<file path="config.mk">
export PLATFORM = sky130hd
export DESIGN_NAME = counter_slot_arbiter
export DESIGN_NICKNAME = d
export VERILOG_FILES = /design/src/rtl/counter_slot_arbiter.sv
export SDC_FILE = /design/constraint.sdc
export NUM_CORES = 1
export LEC_CHECK = 0
export ABC_AREA = 0
export CAP_MARGIN = 20
export CELL_PAD_IN_SITES_DETAIL_PLACEMENT = 1
export CELL_PAD_IN_SITES_GLOBAL_PLACEMENT = 2
export CORE_UTILIZATION = 38
export CTS_CLUSTER_DIAMETER = 120
export DETAILED_ROUTE_END_ITERATION = 10
export DONT_BUFFER_PORTS = 1
export PLACE_DENSITY_LB_ADDON = 0.1
export SKIP_CTS_REPAIR_TIMING = 1
export SLEW_MARGIN = 20
export SYNTH_ARGS = -nofsm -noshare
export SYNTH_HDL_FRONTEND = slang
export SYNTH_SLANG_ARGS = --single-unit
</file>
<file path="constraint.sdc">
create_clock -name i_CLOCK_POS -period 4.2 [get_ports i_CLOCK_POS]
set_input_delay 0.84 -clock i_CLOCK_POS [delete_from_list [all_inputs] [get_ports i_CLOCK_POS]]
set_output_delay 0.84 -clock i_CLOCK_POS [all_outputs]
set_load 0.005 [all_outputs]
</file>
<file path="src/rtl/counter_slot_arbiter.sv">
// Round-robin arbiter that hands a shared resource out in fixed-length time slots,
// with an early release on done or request drop and one idle guard cycle between owners.
module counter_slot_arbiter #(
  parameter  int EXPONENT   = 4,
  parameter  int REQUESTERS = 4,
  localparam int IDX_W      = (REQUESTERS > 2) ? $clog2(REQUESTERS) : 1
) (
  input  logic                  i_CLOCK_POS,
  input  logic                  i_RESET_POS,
  input  logic [REQUESTERS-1:0] i_VECTOR_REQUEST,
  input  logic                  i_BIT_DONE,
  output logic [REQUESTERS-1:0] o_VECTOR_GRANT,
  output logic [IDX_W-1:0]      o_VECTOR_OWNER,
  output logic [EXPONENT-1:0]   o_VECTOR_SLOT,
  output logic                  o_BIT_BUSY,
  output logic                  o_BIT_EXPIRE
);

  typedef enum logic [1:0] {IDLE, GRANT, GUARD} state_t;

  state_t                  state_q, state_d;
  logic [REQUESTERS-1:0]   grant_q, grant_d;
  logic [IDX_W-1:0]        owner_q, owner_d;
  logic [EXPONENT-1:0]     slot_q, slot_d;
  logic                    expire_q, expire_d;

  logic                    win_found;
  logic [IDX_W-1:0]        win_idx;
  logic [IDX_W-1:0]        cand;
  logic [REQUESTERS-1:0]   win_onehot;
  logic                    terminal;
  logic                    owner_req;

  // Search starts just above the last owner, so reset value REQUESTERS-1 favours requester 0.
  always_comb begin
    win_found = 1'b0;
    win_idx   = '0;
    cand      = '0;
    for (int i = 0; i < REQUESTERS; i++) begin
      cand = IDX_W'((int'(owner_q) + 1 + i) % REQUESTERS);
      if (!win_found && i_VECTOR_REQUEST[cand]) begin
        win_found = 1'b1;
        win_idx   = cand;
      end
    end
  end

  generate
    for (genvar gi = 0; gi < REQUESTERS; gi++) begin : g_decode
      assign win_onehot[gi] = win_found && (win_idx == IDX_W'(gi));
    end
  endgenerate

  assign terminal  = &slot_q;
  assign owner_req = i_VECTOR_REQUEST[owner_q];

  always_comb begin
    state_d  = state_q;
    grant_d  = grant_q;
    owner_d  = owner_q;
    slot_d   = slot_q;
    expire_d = 1'b0;
    unique case (state_q)
      IDLE, GUARD: begin
        grant_d = '0;
        slot_d  = '0;
        if (win_found) begin
          state_d = GRANT;
          grant_d = win_onehot;
          owner_d = win_idx;
        end else begin
          state_d = IDLE;
        end
      end
      GRANT: begin
        // Only the owner's own request matters here; a coincident done/drop still counts as expiry.
        if (terminal || i_BIT_DONE || !owner_req) begin
          state_d  = GUARD;
          grant_d  = '0;
          slot_d   = '0;
          expire_d = terminal;
        end else begin
          slot_d = slot_q + EXPONENT'(1);
        end
      end
      default: begin
        state_d = IDLE;
        grant_d = '0;
        slot_d  = '0;
      end
    endcase
  end

  always_ff @(posedge i_CLOCK_POS or posedge i_RESET_POS) begin
    if (i_RESET_POS) begin
      state_q  <= IDLE;
      grant_q  <= '0;
      owner_q  <= IDX_W'(REQUESTERS - 1);
      slot_q   <= '0;
      expire_q <= 1'b0;
    end else begin
      state_q  <= state_d;
      grant_q  <= grant_d;
      owner_q  <= owner_d;
      slot_q   <= slot_d;
      expire_q <= expire_d;
    end
  end

  assign o_VECTOR_GRANT = grant_q;
  assign o_VECTOR_OWNER = owner_q;
  assign o_VECTOR_SLOT  = slot_q;
  assign o_BIT_BUSY     = (state_q == GRANT);
  assign o_BIT_EXPIRE   = expire_q;

endmodule
</file>
==> impl_metrics.xml <==
<?xml version="1.0" encoding="UTF-8"?>
<metrics>
  <group name="run_status">
    <metric name="run_status" unit="">finished, final reports clean</metric>
  </group>
  <group name="route">
    <metric name="drt-pass1-iter-count" unit="">3</metric>
    <metric name="routed_wl" unit="mm">1.260</metric>
    <metric name="drt-wirelength-per-cell" unit="um">16.80</metric>
    <metric name="ant_nets" unit="">0</metric>
    <metric name="drt_drc_violations_left" unit="">0</metric>
    <metric name="dr_wl_met3" unit="um">82</metric>
    <metric name="wl_met2" unit="um">674</metric>
    <metric name="routed_via_density" unit="">5.867</metric>
    <metric name="detail_route.iter0.violations" unit="">1</metric>
    <metric name="wl_met1" unit="um">495</metric>
    <metric name="routed-via-count" unit="">440</metric>
    <metric name="highest_layer" unit="">met4</metric>
  </group>
  <group name="finish">
    <metric name="layout.cells.most_common_list" unit="">sky130_fd_sc_hd__dfrtp_1, sky130_fd_sc_hd__nor2_1</metric>
    <metric name="ff_latch_area" unit="um2">327.8</metric>
    <metric name="most_frequent_standard_cell_in_the_layout_excluding_fill_and_tap_cells" unit="">sky130_fd_sc_hd__dfrtp_1</metric>
    <metric name="final.fill_count" unit="">173</metric>
    <metric name="area_growth" unit="%">5.534</metric>
    <metric name="finalNetCount" unit="">68</metric>
    <metric name="multi_input_comb_area" unit="um2">282.8</metric>
    <metric name="finish.utilization" unit="%">43.84</metric>
    <metric name="antenna_diode_count" unit="">0</metric>
    <metric name="post-route-cell-area" unit="um2">668.1</metric>
    <metric name="final_layout_size_suffix_gt1_share" unit="%">16.95</metric>
  </group>
  <group name="pwr">
    <metric name="comb_power_share" unit="%">31.1</metric>
    <metric name="power.leakage" unit="nW">0.3238</metric>
    <metric name="internal-power" unit="mW">0.2699</metric>
    <metric name="power.clock.fraction" unit="%">17.1</metric>
    <metric name="cellPowerDensity" unit="nW/um2">632.8</metric>
    <metric name="p_sw_share" unit="%">36.17</metric>
    <metric name="total_switching_power" unit="mW">0.1529</metric>
    <metric name="sequential_group_share_of_total_power" unit="%">51.9</metric>
    <metric name="power.ir.vdd_worst" unit="uV">304.6</metric>
  </group>
  <group name="worst_setup_path">
    <metric name="launching_element_type_of_the_critical_path" unit="">register</metric>
    <metric name="worst_ep_arrival_time" unit="ns">2.03</metric>
    <metric name="timing_worst_setup_path_type" unit="">register to register</metric>
    <metric name="path_delay_family" unit="">flip-flops</metric>
    <metric name="timing.critical_path.buf_inv" unit="">0</metric>
    <metric name="timing.critical_path.to_type" unit="">register</metric>
    <metric name="crit_path_top_delay_cell" unit="">sky130_fd_sc_hd__dfstp_2</metric>
    <metric name="crit_path_cell_trace" unit="">mux2i_1, mux2_4, nor4b_4, a22o_1</metric>
    <metric name="crit_path_max_fanout" unit="">10</metric>
    <metric name="cp_data_required_time" unit="ns">4.41</metric>
    <metric name="r2r_setup_slack" unit="ns">2.38</metric>
    <metric name="worst_path_largest_cell_delay" unit="ns">0.64</metric>
  </group>
  <group name="die">
    <metric name="dieArea" unit="um2">1833</metric>
    <metric name="row_count" unit="">14</metric>
    <metric name="die_h" unit="um">42.82</metric>
    <metric name="initial_utilization" unit="%">41.54</metric>
    <metric name="die-width" unit="um">42.82</metric>
    <metric name="placeableCoreArea" unit="um2">1524</metric>
    <metric name="num_io_pins" unit="">19</metric>
  </group>
  <group name="clock_tree">
    <metric name="cts.sinks" unit="">13</metric>
    <metric name="clock_path_buffers" unit="">2</metric>
    <metric name="cts_buffers" unit="">3</metric>
    <metric name="tritoncts" unit="">done</metric>
    <metric name="insertion_delay" unit="ns">0.26</metric>
    <metric name="cts-root-buf" unit="">sky130_fd_sc_hd__clkbuf_4</metric>
    <metric name="cts-htree-levels" unit="">1</metric>
    <metric name="worst_setup_hold_path_clk_slew" unit="ns">0.08</metric>
  </group>
  <group name="synthesis">
    <metric name="per_instance_average_area_after_synthesis" unit="um2">11.31</metric>
    <metric name="postSynthRegisterBits" unit="">13</metric>
    <metric name="synth-simple-area-share" unit="%">19.76</metric>
    <metric name="mux_share_of_post_synthesis_cell_area" unit="%">5.534</metric>
    <metric name="postSynthNetCount" unit="">64</metric>
    <metric name="ys.warnings.count" unit="">0</metric>
    <metric name="syn_inst" unit="">56</metric>
    <metric name="synth_top_family_by_area" unit="">simple AND/OR/NAND/NOR gates</metric>
    <metric name="synth-xor-area-share" unit="%">2.767</metric>
    <metric name="synth_compound_area_share" unit="%">14.62</metric>
    <metric name="synthDominantCellAreaShare" unit="%">43.48</metric>
    <metric name="yosys.area_share.adder" unit="%">1.976</metric>
    <metric name="synth.distinct_cells" unit="">26</metric>
    <metric name="synth.top_cells.by_area" unit="">sky130_fd_sc_hd__dfrtp_1, sky130_fd_sc_hd__dfstp_2, sky130_fd_sc_hd__nor4b_4</metric>
    <metric name="synth_area_leader_cell" unit="">sky130_fd_sc_hd__dfrtp_1</metric>
    <metric name="netlist_area" unit="um2">633.1</metric>
    <metric name="synth-seq-area-share" unit="%">51.78</metric>
  </group>
  <group name="timing">
    <metric name="achievable-frequency" unit="MHz">548.3</metric>
    <metric name="fin_worst_hold_slack" unit="ns">0.4788</metric>
    <metric name="slew_headroom" unit="%">67.40</metric>
    <metric name="min_period" unit="ns">1.824</metric>
    <metric name="worst_pin_slew" unit="ns">0.4884</metric>
    <metric name="tns" unit="ns">0</metric>
    <metric name="number_of_max_slew_violations_in_the_final_report" unit="">0</metric>
    <metric name="setup_viol" unit="">0</metric>
    <metric name="timing.final.ws_setup" unit="ns">2.376</metric>
    <metric name="rsz0062_at_grt" unit="">no</metric>
    <metric name="fin_crit_sh" unit="%">43.42</metric>
    <metric name="fin_skew" unit="ns">0.006029</metric>
    <metric name="finalHoldViolations" unit="">0</metric>
  </group>
  <group name="global_routing">
    <metric name="grt_pass1_vias" unit="">473</metric>
    <metric name="grtUsageTotal" unit="%">15.36</metric>
    <metric name="grt.overflow.total" unit="">0</metric>
    <metric name="grt_max_degree" unit="">14</metric>
    <metric name="grt_first_pass_wirelength" unit="mm">2.111</metric>
    <metric name="grt_antenna_before_repair" unit="">0</metric>
  </group>
  <group name="flow_run">
    <metric name="cap_viol_max_count" unit="">0</metric>
  </group>
  <group name="hold_path">
    <metric name="hp-class" unit="">primary input to asynchronous set/reset pin</metric>
  </group>
  <group name="placement">
    <metric name="dpl_worst_slack" unit="ns">2.199</metric>
    <metric name="hpwl" unit="mm">1.046</metric>
    <metric name="placedInstanceArea" unit="um2">641.9</metric>
    <metric name="port-buffer-count" unit="">0</metric>
    <metric name="place_congestion" unit="">0.6919</metric>
  </group>
</metrics>
power by group through the flow:
stage | clock, mW | sequential (mW) | combinational (mW)
floorplan | 0 | 0.199 | 0.128
global placement | 0 | 0.218 | 0.125
detailed placement | 0 | 0.223 | 0.133
CTS | 0.0743 | 0.220 | 0.133
global route | 0.0810 | 0.226 | 0.147
finish | 0.0722 | 0.219 | 0.131
state kept, by name, summed over array words and instances, names as in the netlist:
signal and flops:
o_BIT_EXPIRE 1, state_q 2, o_VECTOR_GRANT 4, o_VECTOR_OWNER 2, o_VECTOR_SLOT 4
stage by stage:
| stage | total power [mW] | std cells |
|---|---|---|
| after floorplan | 0.3267 | 56 |
| after global placement | 0.3431 | 71 |
| after detailed placement | 0.3555 | 71 |
| after CTS | 0.4277 | 75 |
| after global routing | 0.4536 | 75 |
| final | 0.4228 | 75 |
final timing paths:
| kind | startpoint | to | depth (start not counted) |
|---|---|---|---|
| min in group i_CLOCK_POS | state_q[0] | o_VECTOR_OWNER[1] | 1 |
| min reg2reg | state_q[0] | o_VECTOR_OWNER[1] | 1 |
| min | i_RESET_POS | o_VECTOR_SLOT[0] | 1 |
| max in group asynchronous | i_RESET_POS | o_VECTOR_OWNER[1] | 1 |
| max | o_VECTOR_OWNER[1] | o_VECTOR_GRANT[3] | 4 |
| max reg2reg | o_VECTOR_OWNER[1] | o_VECTOR_GRANT[3] | 4 |
cell usage after synthesis, drive strengths merged:
cell and number:
dfstp 2, xor2 1, nand2 3, nand3 2
nor4b 1, o221a 1, or2 1, inv 3
xnor2 1, a21o 1, a21oi 3, nand2b 2
buf 1, a22o 2, o2bb2ai 2, nor2b 2
mux2 1, o221ai 1, mux2i 2, ha 1
dfrtp 11, and2 3, a31o 1, o22ai 1
nand3b 1, nor2 6
metal layers:
layer	up-vias	global-route usage [%]
met2	15	27.88
li1	205	-
met4	0	1.875
met1	218	17.52
met3	2	5.532
met5	-	0
cell families after synthesis:
group,after synthesis
xor gates and xnor gates,2
muxes,3
AOI/OAI and AO/OA,12
adders and majority gates,1
and+or+nand+nor,21
buffers and inverters,4
DFF,13
area by class of cell:
cell class | count | area share [%]
clock buffer | 4 | 3.933
inverter | 3 | 1.685
multi-input combinational | 39 | 42.32
sequential | 13 | 49.06
tap | 16 | 2.996
Note: power is estimated with default switching activity, not from simulation.
